$ cat src/rtl/cmp_pkg.sv
// Shared types and helpers for the digit-serial magnitude comparator.
//   cmp_state_t : controller state encoding (IDLE / RUN / FIN)
//   clog2       : ceiling log2 used to size the digit index register
package cmp_pkg;

    typedef enum logic [1:0] {
        IDLE = 2'd0,
        RUN  = 2'd1,
        FIN  = 2'd2
    } cmp_state_t;

    // Ceiling log2; returns 0 for value <= 1.
    function automatic int unsigned clog2(input int unsigned value);
        int unsigned r;
        r = 0;
        while ((32'd1 << r) < value) begin
            r = r + 1;
        end
        return r;
    endfunction

endpackage

$ cat src/rtl/cmp_digit.sv
// Combinational unsigned compare of one DIGIT-bit slice pair.
//   a, b         : slices of operand A and operand B
//   lt_c/eq_c/gt_c : a<b, a==b, a>b (exactly one is high)
module cmp_digit #(
    parameter int unsigned DIGIT = 2
) (
    input  logic [DIGIT-1:0] a,
    input  logic [DIGIT-1:0] b,
    output logic             lt_c,
    output logic             eq_c,
    output logic             gt_c
);

    assign lt_c = (a < b);
    assign eq_c = (a == b);
    assign gt_c = (a > b);

endmodule

$ cat src/rtl/cmp_seq_nb.sv
// Digit-serial magnitude comparator: compares x and y MSB-first, DIGIT bits
// per cycle, stopping at the first differing digit. Results are held until
// the next accepted start.
//   clk, rst     : clock and synchronous active-high reset
//   start        : request, accepted in IDLE or FIN
//   sgn          : two's-complement mode (only when CMP_SIGNED_EN is defined)
//   x, y         : operands, latched on the accepting edge
//   busy         : high while comparing (RUN)
//   done         : one-cycle pulse in FIN
//   lt, eq, gt   : comparison result of the latched operands
// Optional feature macro: CMP_SIGNED_EN (adds the sgn port / signed ordering).
module cmp_seq_nb
    import cmp_pkg::*;
#(
    parameter int unsigned WIDTH = 16,
    parameter int unsigned DIGIT = 2
) (
    input  logic             clk,
    input  logic             rst,
    input  logic             start,
`ifdef CMP_SIGNED_EN
    input  logic             sgn,
`endif
    input  logic [WIDTH-1:0] x,
    input  logic [WIDTH-1:0] y,
    output logic             busy,
    output logic             done,
    output logic             lt,
    output logic             eq,
    output logic             gt
);

    localparam int unsigned NDIG = WIDTH / DIGIT;
    localparam int unsigned IDXW = (NDIG > 1) ? clog2(NDIG) : 1;

    cmp_state_t       state_q, state_d;
    logic [WIDTH-1:0] x_q, x_d;
    logic [WIDTH-1:0] y_q, y_d;
    logic [IDXW-1:0]  idx_q, idx_d;
    logic             busy_q, busy_d;
    logic             done_q, done_d;
    logic             lt_q, lt_d;
    logic             eq_q, eq_d;
    logic             gt_q, gt_d;
`ifdef CMP_SIGNED_EN
    logic             sgn_q, sgn_d;
    logic             top_dig;
`endif

    logic [DIGIT-1:0] x_dig, y_dig;
    logic             dig_lt_c, dig_eq_c, dig_gt_c;

    // Select the current digit pair; signed mode flips the operand MSBs on
    // the top digit so offset-binary unsigned ordering gives signed order.
    always_comb begin
        x_dig = '0;
        y_dig = '0;
        for (int i = 0; i < NDIG; i++) begin
            if (idx_q == IDXW'(i)) begin
                x_dig = x_q[i*DIGIT +: DIGIT];
                y_dig = y_q[i*DIGIT +: DIGIT];
            end
        end
`ifdef CMP_SIGNED_EN
        top_dig = (idx_q == IDXW'(NDIG - 1));
        if (sgn_q && top_dig) begin
            x_dig[DIGIT-1] = ~x_dig[DIGIT-1];
            y_dig[DIGIT-1] = ~y_dig[DIGIT-1];
        end
`endif
    end

    cmp_digit #(.DIGIT(DIGIT)) u_digit (
        .a    (x_dig),
        .b    (y_dig),
        .lt_c (dig_lt_c),
        .eq_c (dig_eq_c),
        .gt_c (dig_gt_c)
    );

    // Next-state, operand capture and result logic.
    always_comb begin
        state_d = state_q;
        x_d     = x_q;
        y_d     = y_q;
        idx_d   = idx_q;
        lt_d    = lt_q;
        eq_d    = eq_q;
        gt_d    = gt_q;
`ifdef CMP_SIGNED_EN
        sgn_d   = sgn_q;
`endif

        case (state_q)
            IDLE, FIN: begin
                if (start) begin
                    state_d = RUN;
                    x_d     = x;
                    y_d     = y;
`ifdef CMP_SIGNED_EN
                    sgn_d   = sgn;
`endif
                    idx_d   = IDXW'(NDIG - 1);
                    lt_d    = 1'b0;
                    eq_d    = 1'b0;
                    gt_d    = 1'b0;
                end else begin
                    state_d = IDLE;
                end
            end
            RUN: begin
                if (!dig_eq_c) begin
                    state_d = FIN;
                    lt_d    = dig_lt_c;
                    gt_d    = dig_gt_c;
                    eq_d    = 1'b0;
                end else if (idx_q == '0) begin
                    state_d = FIN;
                    lt_d    = 1'b0;
                    gt_d    = 1'b0;
                    eq_d    = 1'b1;
                end else begin
                    idx_d   = idx_q - IDXW'(1);
                end
            end
            default: state_d = IDLE;
        endcase

        // Status flags are registered decodes of the next state.
        busy_d = (state_d == RUN);
        done_d = (state_d == FIN);
    end

    always_ff @(posedge clk) begin
        if (rst) begin
            state_q <= IDLE;
            x_q     <= '0;
            y_q     <= '0;
            idx_q   <= '0;
            busy_q  <= 1'b0;
            done_q  <= 1'b0;
            lt_q    <= 1'b0;
            eq_q    <= 1'b0;
            gt_q    <= 1'b0;
`ifdef CMP_SIGNED_EN
            sgn_q   <= 1'b0;
`endif
        end else begin
            state_q <= state_d;
            x_q     <= x_d;
            y_q     <= y_d;
            idx_q   <= idx_d;
            busy_q  <= busy_d;
            done_q  <= done_d;
            lt_q    <= lt_d;
            eq_q    <= eq_d;
            gt_q    <= gt_d;
`ifdef CMP_SIGNED_EN
            sgn_q   <= sgn_d;
`endif
        end
    end

    assign busy = busy_q;
    assign done = done_q;
    assign lt   = lt_q;
    assign eq   = eq_q;
    assign gt   = gt_q;

endmodule

$ cat config.mk
export PLATFORM = sky130hd
export DESIGN_NAME = cmp_seq_nb
export DESIGN_NICKNAME = d
export VERILOG_FILES = /design/src/rtl/cmp_pkg.sv /design/src/rtl/cmp_digit.sv /design/src/rtl/cmp_seq_nb.sv
export SDC_FILE = /design/constraint.sdc
export NUM_CORES = 1
export LEC_CHECK = 0
export CORE_MARGIN = 5
export CORE_UTILIZATION = 50
export DETAILED_ROUTE_END_ITERATION = 7
export DONT_BUFFER_PORTS = 1
export PLACE_DENSITY_LB_ADDON = 0.1
export SLEW_MARGIN = 5
export SYNTH_ARGS = -nofsm -noshare
export SYNTH_HDL_FRONTEND = slang
export SYNTH_HIERARCHICAL = 1
export SYNTH_SLANG_ARGS = --single-unit
export TNS_END_PERCENT = 50
$ cat constraint.sdc
create_clock -name clk -period 2.9 [get_ports clk]
set_input_delay 0.58 -clock clk [delete_from_list [all_inputs] [get_ports clk]]
set_output_delay 0.58 -clock clk [all_outputs]
set_load 0.05 [all_outputs]
# --- After elaboration in Yosys (flattened, before gate mapping) ---
# Index checks and enable logic that the tools add are counted.
totals:
  register_bits: 42
  latchBits: 0
  ramBits: 0
  mem_bits_ro: 0
  in_bits: 35
  elab_cells: 68
  memories: 0
classes:
  addsub: 1
  n_mul: 0
  div_mod_pow: 0
  n_lt_le_gt_ge: 2
  n_eq_ne: 16
  shift: 0
  mux: 33
  bitwise_logic: 0
  reduce_logical: 7
op_table:
  columns: ["operator", "n"]
  rows:
  - ["2-bit two-way mux", 18]
  - ["3-bit equality test, second input constant", 4]
  - ["3-bit two-way mux", 3]
  - ["1-bit two-way mux", 7]
  - ["3-bit by 2-bit equality test with 1-bit output, second input constant", 2]
  - ["2-bit inequality test, second input constant", 3]
  - ["1-bit one-hot mux with 2 select lines", 3]
  - ["3-bit one-hot mux with 2 select lines", 1]
  - ["2-bit by 1-bit equality test with 1-bit output, second input constant", 2]
  - ["2-bit equality test, second input constant", 2]
  - ["2-bit one-hot mux with 2 select lines", 1]
  - ["4-bit AND reduction", 1]
  - ["3-bit by 1-bit equality test with 1-bit output, second input constant", 1]
  - ["3-bit logical NOT", 1]
  - ["3-bit inequality test, second input constant", 1]
  - ["3-bit AND reduction", 1]
  - ["3-bit by 1-bit subtractor with 3-bit output, second input constant", 1]
  - ["2-bit equality test", 1]
  - ["2-bit greater-than comparator", 1]
  - ["2-bit logical NOT", 1]
  - ["2-bit less-than comparator", 1]
  - ["2-bit AND reduction", 1]
  - ["2-bit nonzero test", 1]
  - ["2-bit OR reduction", 1]

# --- Depth between registers and ports, before layout ---
# Gate-level depths: netlist of run 1.
logic_depth:
  word_depth: 13
  mapped_depth: 14
  mapped_depth_nobuf: 13

# --- Modules after synthesis ---
# Netlist of run 1, hierarchy kept.
by_module_without_submodules:
  columns: ["module", "instances", "cells_each", "area_each_um2"]
  rows:
  - ["cmp_seq_nb", 1, 241, 1871.8]
  - ["cmp_digit", 1, 9, 62.6]

# --- Worst setup path before layout of run 1 ---
# OpenSTA, ideal clock, no wires.
synth_path:
  path_kind: "register -> register"
  from: "reg idx_q[0]"
  to: "reg idx_q[2]"
  setup_ns: 0.091
  arrival_ns: 2.548
  t_required_ns: 2.809
  slack_ns: 0.261
  stages_incl_launch_ff: 14
  path_cell_list: "dfxtp_1 -> inv_1 -> ha_1 -> buf_6 -> a21o_1 -> a221oi_1 -> o21ai_0 -> a22o_1 -> ha_1 -> and2_4 -> inv_1 -> nor3b_4 -> a211oi_1 -> a311oi_1"
synth_between:
  elab_chain_cells: 12
  elab_cells_between_ends: 32
  cone_classes: "add/sub (1); eq/ne (10); mux (19); reduce/logical (2)"
synth_rtl:
  columns: ["element", "line", "text"]
  rows:
  - ["from (decl)", "cmp_seq_nb.sv:39", "logic [IDXW-1:0] idx_q, idx_d;"]
  - ["from (signal assigned)", "cmp_seq_nb.sv:152", "idx_q <= idx_d;"]
  - ["3-bit logical NOT", "cmp_seq_nb.sv:59", "if (idx_q == IDXW'(i)) begin"]
  - ["2-bit two-way mux (7 in series)", "cmp_seq_nb.sv:59", null]
  - ["2-bit two-way mux *", "cmp_seq_nb.sv:59", null]
  - ["via x_dig[1]", "cmp_seq_nb.sv:50", "logic [DIGIT-1:0] x_dig, y_dig;"]
  - ["2-bit equality test *", "cmp_digit.sv:15", "assign eq_c = (a == b);"]
  - ["via dig_eq_c", "cmp_seq_nb.sv:51", "logic dig_lt_c, dig_eq_c, dig_gt_c;"]
  - ["2-bit inequality test (no line) *", null, null]
  - ["4-bit AND reduction (no line) *", null, null]
# The timed path passes the listed nets; every way through them passes the cells marked *. The select of a mux whose other input is x is not followed.
# A chain may end at the register's enable or synchronous reset.

# --- Worst setup path after layout of run 1 ---
# Same ends and word-level chain as after synthesis.

==> impl_metrics.yaml, run 1 <==
outcome:
  outcome: "complete, no violations"
yosys:
  syn_area_per_cell_um2: 7.74
  synth_ff_type: "dfxtp_1"
  ys_ff_latch: 42
  synth-seq-area-share_pct: 43.5
  ys_warn_count: 6
  async_flop_share_pct: 0
  yosysUniqueCellTypes: 30
  synth_edf_count: 0
  synthCells: 250
  syn_nets: 292
  syn_area_mm2: 0.00193
floorplan:
  fp.dieArea_mm2: 0.00521
  core_mm2: 0.00372
  die_w_um: 72.2
  fp.dieH_um: 72.2
  start_util_pct: 52.1
  io-pin-count: 40
  rows: 22
min_path:
  hold_class: "input port to flip-flop"
critical_path:
  critPathTopFamily: "compound AO/OA/AOI/OAI gates"
  crit_path_start_kind: "flip-flop"
  cp_slowest_stage_delay_ns: 0.37
  worstPathArrival_ns: 2.94
  cp-end-kind: "flip-flop"
  criticalPathCategory: "flip-flop to flip-flop"
  crit_top_cell: "inv_1"
  critPathBufInv: 2
  critPathMaxFanout: 9
  crit_slowest_cell: "dfxtp_2"
  required_ns: 3.10
  cp_cell_sequence: "inv_1, ha_2, a21o_1, a221oi_1, o21ai_0, a22o_1, ha_1, and2_4, inv_1, nor3b_4, a211oi_1, a311oi_1"
detailed_routing:
  wl_um: 4130
  firstDrtPassIters: 4
  viasPerCell: 5.44
  drt_iter0_markers: 104
  drcViolationCount: 0
  post_drt_wl_per_cell_um: 14.1
  antenna_left: 0
  vias: 1600
clock_network:
  cts_buffers: 5
  clock-sinks: 42
  path_clk_slew_ns: 0.07
  ctsLongestPathBuffers: 2
  clockRootBuffer: "clkbuf_8"
  clk_latency_ns: 0.29
  htreeDepth: 2
  cts_tree: "yes"
  postCtsHoldBufs: 0
placed_design:
  portBuffers: 0
  hpwlAfterDp_um: 2940
  place_ws_ns: -0.0102
  gp_congestion: 0.852
layout:
  drive_above_1_share_pct: 10.2
  multi_input_area_um2: 992
  diodes: 0
  syn2layout_area_growth_pct: 6.99
  seqCellArea_um2: 843
  num-nets-final: 287
  fillers: 367
  post-route-util_pct: 55.7
sta:
  rsz0062_at_grt: "true"
  max_slew_margin_pct: 45.9
  fin_crit_ns: 2.74
  setup_viol: 0
  slew_viol_final: 0
  setup_ws_ns: 0.160
  timing.final.hold_violations: 0
  fmax_ghz: 0.365
  worst_hold_slack_ns: 0.355
  fin_crit_sh_pct: 94.5
  skew_ns: 0.00406
  worstMarginPinSlew_ns: 0.808
global_routing:
  grt_max_degree: 43
  grt.total_usage_pct: 16.7
  antenna_found_initial: 0
  grt_pass1_wl_um: 6920
  grt_overflow_total: 0
  grt_pass1_vias: 1442
power:
  vdd_drop_max_mv: 0.256
  p_leak_nw: 0.820
  power-per-cell-area_mw_per_mm2: 674
job:
  maxCapViolations: 0
[power breakdown]
group          switching, mW  leakage, nW  internal (mW)  total [mW]
clock                  0.184       0.0482          0.192       0.375
combinational          0.183        0.426          0.151       0.334
sequential            0.0609        0.346          0.625       0.686
total                  0.428        0.820          0.968        1.40
[routing by layer]
metal	vias to the layer above	global-route usage (%)	routed length, um
li1	832	-	-
met1	715	25.0	2100
met2	49	23.3	1710
met3	4	4.85	284
met4	0	4.38	34
met5	-	0	0
[worst reg2reg max path, delay by kind of cell (launching register included)]
kind                       cells  cell delay [ns]
AOI/OAI and AO/OA              6             1.10
adders and majority gates      2             0.56
and+or+nand+nor                2             0.45
DFF                            1             0.37
buffers and inverters          2             0.17
[flip-flops by register name (all words and copies together) (netlist names)]
| signal | flops |
|---|---|
| lt | 1 |
| state_q | 2 |
| idx_q | 3 |
| eq | 1 |
| x_q | 16 |
| busy | 1 |
| gt | 1 |
| y_q | 16 |
| done | 1 |
[final timing paths]
path | from | end | slack [ns] | depth (start not counted)
setup / recovery | idx_q[0] | idx_q[2] | 0.16 | 12
hold reg to reg | y_q[13] | y_q[13] | 0.46 | 2
setup reg to reg | idx_q[0] | idx_q[2] | 0.16 | 12
hold / removal | rst | y_q[6] | 0.36 | 1
[synthesized netlist by cell type, types with 2 or more instances]
| master | count | area (um^2) |
|---|---|---|
| a211oi_1 | 3 | 22.5 |
| a21o_1 | 4 | 30.0 |
| a21oi_1 | 38 | 190 |
| a221oi_1 | 4 | 35.0 |
| a22o_1 | 4 | 35.0 |
| a32oi_1 | 2 | 17.5 |
| and2_1 | 2 | 12.5 |
| and3b_1 | 4 | 35.0 |
| buf_1 | 3 | 11.3 |
| buf_2 | 3 | 15.0 |
| clkbuf_1 | 11 | 41.3 |
| dfxtp_1 | 42 | 841 |
| ha_1 | 7 | 87.6 |
| inv_1 | 8 | 30.0 |
| nand2_1 | 72 | 270 |
| nand2b_1 | 2 | 12.5 |
| nor2_1 | 12 | 45.0 |
| nor3_1 | 2 | 10.0 |
| o21ai_0 | 13 | 65.1 |
| o221ai_1 | 4 | 35.0 |
[cell type report]
type | instances | share of cell area, %
clock buffers | 7 | 4.17
multi-input cells | 181 | 47.9
clock inverters | 1 | 0.242
repair buffers | 7 | 2.54
well taps | 48 | 2.90
inverters | 8 | 1.45
flip-flops and latches | 42 | 40.7
[what timing repair did]
item / 4_1_cts / 5_1_grt
buffers inserted: 2 / 0
setup endpoints to repair: 1 / 7
gates resized for setup: 0 / 6
pin swaps: 1 / 3
[cell families (layout without fill, tap and decap cells)]
family | count (synthesis) | count (layout) | share of synthesized area, %
and+or+nand+nor | 101 | 101 | 23.4
AOI/OAI and AO/OA | 73 | 73 | 22.7
DFF | 42 | 42 | 43.5
buffers and inverters | 27 | 23 | 5.89
adders and majority gates | 7 | 7 | 4.53
[stage by stage]
step                      TNS, ns  cells  area, um^2  total power [mW]
final                           0    294        2070              1.40
after floorplan                 0    250        1930             0.963
after CTS                       0    294        2060              1.40
after detailed placement  -0.0102    284        1950              1.02
after global routing      -0.0531    294        2070              1.49
after global placement          0    284        1950              1.01
[layout by cell type (no fill, tap or decap), drive strengths merged]
cell | netlist | routed
a22o | 4 | 4
a32oi | 2 | 2
clkinv | 0 | 1
and3b | 4 | 4
a21o | 4 | 4
a221oi | 4 | 4
buf | 7 | 7
nor4 | 1 | 1
nor2 | 12 | 12
ha | 7 | 7
o21ai | 13 | 13
dfxtp | 42 | 42
nand2 | 72 | 72
a21oi | 38 | 38
nor2b | 2 | 2
o221ai | 4 | 4
nor3 | 2 | 2
clkbuf | 12 | 7
and2b | 1 | 1
inv | 8 | 8
or2 | 1 | 1
and2 | 3 | 3
a211oi | 3 | 3
a311oi | 1 | 1
nor3b | 1 | 1
nand2b | 2 | 2
Note: power is estimated with default switching activity, not from simulation.
==> run 2, diff against run 1 <==
--- a/config.mk
+++ b/config.mk
@@ -15,4 +15,3 @@
 export SYNTH_HDL_FRONTEND = slang
 export SYNTH_HIERARCHICAL = 1
 export SYNTH_SLANG_ARGS = --single-unit
-export TNS_END_PERCENT = 50
==> results of run 2 <==
The final DEF is identical to that of run 1; final timing and power are the same.
==> run 3, diff against run 2 <==
--- a/config.mk
+++ b/config.mk
@@ -5,8 +5,10 @@
 export SDC_FILE = /design/constraint.sdc
 export NUM_CORES = 1
 export LEC_CHECK = 0
+export CELL_PAD_IN_SITES_DETAIL_PLACEMENT = 1
+export CELL_PAD_IN_SITES_GLOBAL_PLACEMENT = 1
 export CORE_MARGIN = 5
-export CORE_UTILIZATION = 50
+export CORE_UTILIZATION = 45
 export DETAILED_ROUTE_END_ITERATION = 7
 export DONT_BUFFER_PORTS = 1
 export PLACE_DENSITY_LB_ADDON = 0.1
==> run 3 against run 2 <==
Critical path depth unchanged. Non-clock buffer count unchanged. Sequential cell count unchanged. Highest routed layer unchanged.
==> impl_metrics.yaml, run 3 (synthesis gave the netlist of run 1 again) <==
clock_network:
  ctsLongestPathBuffers: 2
  cts_tree: "yes"
  path_clk_slew_ns: 0.07
  clockRootBuffer: "clkbuf_8"
  clk_latency_ns: 0.29
  cts_buffers: 5
  clock-sinks: 42
  htreeDepth: 2
min_path:
  hold_class: "input port to flip-flop"
sta:
  worstMarginPinSlew_ns: 0.614
  fmax_ghz: 0.368
  setup_viol: 0
  setup_ws_ns: 0.179
  slew_viol_final: 0
  max_slew_margin_pct: 59.1
  fin_crit_ns: 2.72
  worst_hold_slack_ns: 0.353
  skew_ns: 0.00718
  setup_tns_ns: 0
  fin_crit_sh_pct: 93.8
  timing.final.hold_violations: 0
layout:
  num-nets-final: 287
  fin_area_mm2: 0.00210
  reg_top3: "x_q: 16 flops, y_q: 16 flops, idx_q: 3 flops"
  drive_above_1_share_pct: 11.0
  post-route-util_pct: 51.5
  layout_common_cells: "72 x nand2_1, 40 x dfxtp_1, 38 x a21oi_1"
  final_cell_count_no_fill: 295
  syn2layout_area_growth_pct: 8.80
  mostFrequentLayoutCell: "nand2_1"
  diodes: 0
global_routing:
  grt_pass1_wl_um: 8010
  antenna_found_initial: 0
  grt_pass1_vias: 1762
  grt_overflow_total: 0
  grt_max_degree: 43
  grt.total_usage_pct: 18.4
critical_path:
  crit_path_start_kind: "flip-flop"
  worstPathArrival_ns: 2.93
  critPathMaxFanout: 9
  required_ns: 3.11
  cp-end-kind: "flip-flop"
  criticalPathCategory: "flip-flop to flip-flop"
  cp_slowest_stage_delay_ns: 0.41
  cp_cell_sequence: "inv_2, ha_4, a21o_1, a221oi_1, o21ai_1, a22o_1, ha_1, and2_4, inv_1, nor3b_4, a211oi_1, a311oi_1"
  crit_slowest_cell: "dfxtp_4"
floorplan:
  core_mm2: 0.00409
  fp.dieArea_mm2: 0.00571
  fp.dieH_um: 75.6
  io-pin-count: 40
  start_util_pct: 47.3
  rows: 23
  die_w_um: 75.6
job:
  maxCapViolations: 0
placed_design:
  dpl_cell_area_mm2: 0.00196
  gp_congestion: 0.800
  place_ws_ns: -0.0294
  hpwlAfterDp_um: 3490
  portBuffers: 0
  dp_cells: 287
power:
  seqPwrFrac_pct: 49.1
  switching_power_mw: 0.455
  power-per-cell-area_mw_per_mm2: 671
  p_leak_nw: 0.816
  vdd_drop_max_mv: 0.252
  netSwitchingFraction_pct: 32.3
  intPower_mw: 0.956
  p_clk_share_pct: 24.8
  p_comb_share_pct: 26.1
  p_total_mw: 1.41
detailed_routing:
  drt_iter0_markers: 82
  vias: 1682
  antenna_left: 0
  wl_met1_um: 2270
  top_layer_used: "met4"
  post_drt_wl_per_cell_um: 16.5
  firstDrtPassIters: 4
  viasPerCell: 5.70
  wl_met2_um: 2270
  drcViolationCount: 0
  wl_um: 4850
  wl_met3_um: 261
outcome:
  outcome: "complete, no violations"
==> run 3: cell types whose count changed in the layout (fill, tap and decap cells not counted), sizes merged <==
cell,delta
clkinv,-1
==> run 3: routing by layer <==
metal / global-route usage (%) / vias to the layer above
met5: 0 / -
met3: 4.09 / 9
met1: 24.3 / 791
li1: - / 832
met2: 30.0 / 50
met4: 5.44 / 0
==> run 3: cell type report <==
class | count | area (um^2)
Multi-Input combinational cell | 181 | 1030
Fill cell | 509 | 1980
Tap cell | 50 | 62.6
Sequential cell | 42 | 848
Timing Repair Buffer | 7 | 52.6
Clock buffer | 7 | 76.3
Inverter | 8 | 30.0
==> run 3: final timing paths <==
path / from / to / slack, ns / cells after the start
hold reg to reg: x_q[5] / x_q[5] / 0.45 / 2
setup reg to reg: idx_q[0] / idx_q[2] / 0.18 / 12
hold / removal: rst / idx_q[0] / 0.35 / 1
setup / recovery: idx_q[0] / idx_q[2] / 0.18 / 12
==> run 3: what timing repair did <==
action,CTS,global route
hold buffers,0,0
gates resized for setup,3,16
pin swaps,1,2
setup endpoints to repair,3,8
buffers inserted,1,0
==> run 3: power groups by stage <==
| stage | Sequential [mW] | Clock, mW | Combinational (mW) |
|---|---|---|---|
| floorplan | 0.684 | 0 | 0.279 |
| global placement | 0.697 | 0 | 0.316 |
| detailed placement | 0.698 | 0 | 0.333 |
| CTS | 0.686 | 0.359 | 0.346 |
| global route | 0.698 | 0.381 | 0.417 |
| finish | 0.693 | 0.351 | 0.368 |
==> run 3: critical path: cells and delay by family (launching register included) <==
kind,cells,cell delay [ns]
AOI/OAI and AO/OA,6,1.11
adders and majority gates,2,0.50
buffers and inverters,2,0.16
DFF,1,0.41
and+or+nand+nor,2,0.45
